`config.mk`:
```
export PLATFORM = sky130hd
export DESIGN_NAME = alu_arbiter
export DESIGN_NICKNAME = d
export VERILOG_FILES = /design/src/rtl/alu_arbiter_pkg.sv /design/src/rtl/alu_arb_grant.sv /design/src/rtl/alu_arbiter.sv
export SDC_FILE = /design/constraint.sdc
export NUM_CORES = 1
export LEC_CHECK = 0
export CAP_MARGIN = 20
export CORE_AREA = 3 3 107 109
export CTS_CLUSTER_DIAMETER = 100
export DETAILED_ROUTE_END_ITERATION = 8
export DIE_AREA = 0 0 110 112
export DONT_BUFFER_PORTS = 1
export PLACE_DENSITY = 0.57
export SLEW_MARGIN = 30
export SYNTH_ARGS = -nofsm -noshare
export SYNTH_HDL_FRONTEND = slang
export SYNTH_SLANG_ARGS = --single-unit
```
`constraint.sdc`:
```
create_clock -name clk -period 2.51 [get_ports clk]
set_input_delay 0.6275 -clock clk [delete_from_list [all_inputs] [get_ports clk]]
set_output_delay 0.6275 -clock clk [all_outputs]
set_load 0.005 [all_outputs]
```
`src/rtl/alu_arbiter_pkg.sv`:
```
// alu_arbiter_pkg
// Shared definitions for the two-requester ALU arbiter:
//   - ALU command codes (3-bit) as seen on reqN_cmd / alu_command
//   - FSM state encoding of the arbiter sequencer
//   - bit positions inside rsp_flags
package alu_arbiter_pkg;

    // ALU command codes
    localparam logic [2:0] CMD_ADD  = 3'b000;
    localparam logic [2:0] CMD_SUB  = 3'b001;
    localparam logic [2:0] CMD_XOR  = 3'b010;
    localparam logic [2:0] CMD_SLT  = 3'b011;
    localparam logic [2:0] CMD_AND  = 3'b100;
    localparam logic [2:0] CMD_NAND = 3'b101;
    localparam logic [2:0] CMD_NOR  = 3'b110;
    localparam logic [2:0] CMD_OR   = 3'b111;

    // Sequencer states
    typedef enum logic [1:0] {
        ST_IDLE = 2'd0,
        ST_EXEC = 2'd1,
        ST_RESP = 2'd2
    } arbState_t;

    // rsp_flags bit positions
    localparam int FLAG_CARRY = 0;
    localparam int FLAG_ZERO  = 1;
    localparam int FLAG_OVF   = 2;

endpackage

```
`src/rtl/alu_arb_grant.sv`:
```
// alu_arb_grant
// Combinational two-way grant used by alu_arbiter while it is idle.
// Configuration macro: ALU_ARB_ROUND_ROBIN_EN
//   defined     -> on contention the requester not granted last wins
//   not defined -> fixed priority, requester 0 always wins contention
// Ports:
//   valid0, valid1  in   request present on requester 0 / 1
//   lastGrant       in   ID of the most recently accepted requester
//   grant0, grant1  out  one-hot (or zero) grant
//   grantId         out  ID of the granted requester (0 when none)
module alu_arb_grant (
    input  logic valid0,
    input  logic valid1,
    input  logic lastGrant,
    output logic grant0,
    output logic grant1,
    output logic grantId
);

`ifdef ALU_ARB_ROUND_ROBIN_EN
    // Requester 1 wins when alone, or on contention when requester 0 was served last.
    assign grant1 = valid1 & (~valid0 | ~lastGrant);
    assign grant0 = valid0 & ~grant1;
`else
    logic unusedLastGrant;
    assign unusedLastGrant = lastGrant;
    assign grant0 = valid0;
    assign grant1 = valid1 & ~valid0;
`endif

    assign grantId = grant1;

endmodule

```
`src/rtl/alu_arbiter.sv`:
```
// alu_arbiter
// Shares one external combinational ALU between two requesters. A request is
// accepted in IDLE, the ALU is driven from the op registers during EXEC, the
// ALU result and flags are captured at the end of EXEC and held in RESP until
// the consumer takes them. One op takes at least 3 cycles.
// Configuration macro: ALU_ARB_ROUND_ROBIN_EN (see alu_arb_grant).
//
// Handshakes: a transfer happens on a rising clock edge where valid and ready
// are both high. reqN_ready is combinational and only high in IDLE for the
// granted requester; requesters hold cmd/a/b stable while valid && !ready.
// rsp_valid comes from state RESP; rsp_* stay stable until rsp_ready.
//
// Ports:
//   clk, reset                  clock, synchronous active-high reset
//   reqN_valid/ready/cmd/a/b    request channel of requester N (N = 0, 1)
//   alu_command, alu_a, alu_b   registered command/operands to the ALU
//   alu_result, alu_carryout,
//   alu_zero, alu_overflow      ALU outputs, captured at the end of EXEC
//   rsp_valid/ready             response handshake
//   rsp_id, rsp_result,
//   rsp_flags                   requester ID, result, {overflow, zero, carry}
//   dbgState                    current sequencer state (arbState_t encoding)
module alu_arbiter
    import alu_arbiter_pkg::*;
#(
    parameter int WIDTH = 32
) (
    input  logic             clk,
    input  logic             reset,
    input  logic             req0_valid,
    output logic             req0_ready,
    input  logic [2:0]       req0_cmd,
    input  logic [WIDTH-1:0] req0_a,
    input  logic [WIDTH-1:0] req0_b,
    input  logic             req1_valid,
    output logic             req1_ready,
    input  logic [2:0]       req1_cmd,
    input  logic [WIDTH-1:0] req1_a,
    input  logic [WIDTH-1:0] req1_b,
    output logic [2:0]       alu_command,
    output logic [WIDTH-1:0] alu_a,
    output logic [WIDTH-1:0] alu_b,
    input  logic [WIDTH-1:0] alu_result,
    input  logic             alu_carryout,
    input  logic             alu_zero,
    input  logic             alu_overflow,
    output logic             rsp_valid,
    input  logic             rsp_ready,
    output logic             rsp_id,
    output logic [WIDTH-1:0] rsp_result,
    output logic [2:0]       rsp_flags,
    output logic [1:0]       dbgState
);

    arbState_t        state;
    arbState_t        nextState;
    logic             accept;
    logic             grant0;
    logic             grant1;
    logic             grantId;
    logic             lastGrant;
    logic [2:0]       opCmd;
    logic [WIDTH-1:0] opA;
    logic [WIDTH-1:0] opB;
    logic             opId;
    logic             rspIdReg;
    logic [WIDTH-1:0] rspResultReg;
    logic [2:0]       rspFlagsReg;

    alu_arb_grant uGrant (
        .valid0    (req0_valid),
        .valid1    (req1_valid),
        .lastGrant (lastGrant),
        .grant0    (grant0),
        .grant1    (grant1),
        .grantId   (grantId)
    );

    // Next state and accept decision. Accept is masked by reset so no request
    // is acknowledged while the block is being reset.
    always_comb begin
        nextState = state;
        accept    = 1'b0;
        case (state)
            ST_IDLE: begin
                if (!reset && (req0_valid || req1_valid)) begin
                    accept    = 1'b1;
                    nextState = ST_EXEC;
                end
            end
            ST_EXEC: nextState = ST_RESP;
            ST_RESP: begin
                if (rsp_ready) begin
                    nextState = ST_IDLE;
                end
            end
            default: nextState = ST_IDLE;
        endcase
    end

    always_ff @(posedge clk) begin
        if (reset) begin
            state        <= ST_IDLE;
            opCmd        <= 3'b000;
            opA          <= '0;
            opB          <= '0;
            opId         <= 1'b0;
            lastGrant    <= 1'b1;   // requester 0 wins the first contention
            rspIdReg     <= 1'b0;
            rspResultReg <= '0;
            rspFlagsReg  <= 3'b000;
        end else begin
            state <= nextState;
            if (accept) begin
                opCmd     <= grantId ? req1_cmd : req0_cmd;
                opA       <= grantId ? req1_a   : req0_a;
                opB       <= grantId ? req1_b   : req0_b;
                opId      <= grantId;
                lastGrant <= grantId;
            end
            if (state == ST_EXEC) begin
                rspIdReg                <= opId;
                rspResultReg            <= alu_result;
                rspFlagsReg[FLAG_CARRY] <= alu_carryout;
                rspFlagsReg[FLAG_ZERO]  <= alu_zero;
                rspFlagsReg[FLAG_OVF]   <= alu_overflow;
            end
        end
    end

    assign req0_ready  = accept & grant0;
    assign req1_ready  = accept & grant1;
    assign alu_command = opCmd;
    assign alu_a       = opA;
    assign alu_b       = opB;
    assign rsp_valid   = (state == ST_RESP);
    assign rsp_id      = rspIdReg;
    assign rsp_result  = rspResultReg;
    assign rsp_flags   = rspFlagsReg;
    assign dbgState    = state;

endmodule

```
==> metrics <==
worst setup margin 0.530 ns; final hold slack 0.339 ns; DIE HEIGHT between 100 and 150 um; fin nets 623; Synth Cell Area about 0.0045 sq mm; commonest non-fill, non-tap cell in the layout dfxtp_1; XOR/XNOR Fraction of Synth Area 0%; Fmax achieved 505 MHz; syn nets 653; crit path to req1_ready; multiplexer area fraction after synthesis 14.8%; Crit-path slowest cell nor4_1; initial antenna violation count 0; post-route ant nets 0; Sw Ratio approximately 28%; Max-Slew Margin vs Limit 59.8%; Reg2Reg Setup Slack 0.92 ns; CTS tree done; critical path class flop to output port; TritonCTS buffer count 9; DR WL/cell 19.7 um; peak supply drop roughly 0.31 mV; Final Max Slew Viols 0; Sequential Power Share a little under three fifths; Psw 0.964 mW; buffer and inverter count on the worst path 0; DR vias/cell 5.70; register area roughly 0.0021 sq mm; Least-Margin Pin Slew between 0.5 and 0.6 ns; Starting Density 42.2%; Post-CTS Resized 0; Post-Synth Adder-Cell Area 0%; delay-heaviest family, CP simple AND/OR/NAND/NOR gates; Setup crit start dbgState[1]$_SDFFE_PP0P_; Post-Synthesis Cells 479; H-tree depth 3; Levels on crit path 1; cells along the critical path nor4_1; first-pass GRT wire length approximately 17 mm; Fin Setup TNS 0 ns; Synth Area in Simple Gates 7.56%; Setup crit start kind flop; Gate power share 13.9%; die width between 100 and 150 um; RSZ-0062 raised after global routing false; worst r2r src dbgState[1]$_SDFFE_PP0P_; Compound-Gate Fraction of Synth Area 25.0%; power per cell area 734 mW/mm^2; most frequent cells in the layout dfxtp_1, a21oi_1, nand2_1, mux2i_1, a211oi_1; clock power share 30.1%; syn avg cell area 9.43 sq um; worst r2r path cells 4; Detailed Route WL 11.7 mm; Post-CTS Hold Buffers 0; Post CTS Setup Buffer Count 0; Yosys cell types 19; router iterations before antenna repair 4; largest family of logic cells by synthesized area compound AO/OA/AOI/OAI gates; Final setup viols 0; status completed; row cnt 38; part of the cycle the worst path needs between 70% and 80%; GR Overflow Total 0; leak pwr 1.88 nW; area of the multi-input gates 0.00216 sq mm; Die Area between 0.01 and 0.015 sq mm; port bufs 0; Root Driver clkbuf_8; Hold Path Class primary input to flop; CP Data Required Time 1.88 ns; Skew-Pair Late Insertion Delay 0.36 ns; largest net degree at the start of global routing 108; clk slew on worst S/H paths 0.10 ns; slowest stage delay, CP between 0.5 and 0.6 ns; Seq/Total Area, Yosys 47.0%; First DRT Iteration DRCs 227; pre-CTS setup slack 0.665 ns; share of layout cells above drive strength 1 between 10 and 15%; Worst Path Arrival 1.35 ns; Area Overhead vs Synth 5.10%; # DRC 0; antenna fix cells 0; crit end category output port; CTS Sinks 106; Max Cap Viol 0; I/O pin total 282; clk buf depth 2; core footprint roughly 0.011 sq mm; capturing point of the worst reg2reg path alu_b[15]$_SDFFE_PP0P_; flops & latches, synth 106; Critical Path Fanout Max 6; vias in the first global route 3276; worst clock skew 0.00668 ns; gr usage total ~18%; Int Pwr 2.52 mW; Period minus WS final 1.98 ns; dpl hpwl 8.35 mm; RePlAce Congestion 0.787; Yosys warning count 0; detailed-route via count 3382; # fillers between 1k and 1.5k; Hold Violations, Final 0
[layer usage]
layer,wire length (um),vias to the layer above,GRT usage [%]
li1,-,1654,-
met1,4350,1534,20.7
met2,5960,184,31.3
met3,1250,10,6.43
met4,140,0,5.90
met5,0,-,0
[cell type report]
class                   instances  area share (%)
multi-input cells             322            45.5
flip-flops and latches        106            44.7
well taps                     140            3.69
clock buffers                  11            2.98
repair buffers                 10            2.11
clock inverters                 4            1.08
[power groups by stage]
stage	clock [mW]	sequential, mW	combinational, mW
final	1.05	1.95	0.483
after global routing	1.15	1.97	0.548
after CTS	1.08	1.96	0.490
after detailed placement	0	2.00	0.492
after global placement	0	2.00	0.475
after floorplan	0	1.95	0.442
[kinds of logic after synthesis]
logic type / count (synthesis)
AO/OA/AOI/OAI: 172
flip-flops: 106
AND/OR/NAND/NOR: 83
multiplexers: 67
buffers and inverters: 51
[through the flow]
stage                     power, mW  utilization [%]  instances  instance area [sq um]
after floorplan                2.39                -        479                   4520
after global placement         2.47             42.6        578                   4560
after detailed placement       2.49             42.6        578                   4560
after CTS                      3.53             44.4        593                   4750
after global routing           3.67             44.4        593                   4750
final                          3.48             44.4        593                   4750
[state kept, by name, summed over array words and instances, names as in the netlist]
| signal | cells |
|---|---|
| rsp_result | 32 |
| alu_b | 32 |
| rsp_id | 1 |
| alu_a | 32 |
| alu_command | 3 |
| opId | 1 |
| rsp_flags | 3 |
| dbgState | 2 |
[Yosys cell counts]
cell type / n / area share (%)
a211oi_1: 47 / 7.8
a211oi_2: 20 / 5.5
a21oi_1: 105 / 12
and2_1: 2 / 0.28
buf_1: 2 / 0.17
buf_2: 13 / 1.4
buf_4: 4 / 0.66
buf_6: 4 / 1.0
clkbuf_1: 26 / 2.2
clkbuf_2: 2 / 0.22
dfxtp_1: 106 / 47
mux2i_1: 67 / 15
nand2_1: 72 / 6.0
nand2b_1: 3 / 0.42
nor2b_1: 2 / 0.28
nor3_1: 1 / 0.11
nor3_2: 1 / 0.22
nor4_1: 1 / 0.14
or2_1: 1 / 0.14
[worst min-delay path by stage]
| stage | endpoint | cells after the start | slack [ns] | from |
|---|---|---|---|---|
| global placement | rsp_id$_SDFFE_PP0N_ | 2 | 0.43 | opId$_SDFFE_PP0P_ |
| finish | alu_b[19]$_SDFFE_PP0P_ | 1 | 0.34 | reset |
| floorplan | rsp_id$_SDFFE_PP0N_ | 2 | 0.43 | opId$_SDFFE_PP0P_ |
| CTS | alu_b[19]$_SDFFE_PP0P_ | 1 | 0.31 | reset |
| global route | alu_b[17]$_SDFFE_PP0P_ | 1 | 0.31 | reset |
| detailed placement | rsp_id$_SDFFE_PP0N_ | 2 | 0.45 | opId$_SDFFE_PP0P_ |
Power figures use the tool's default switching activity.
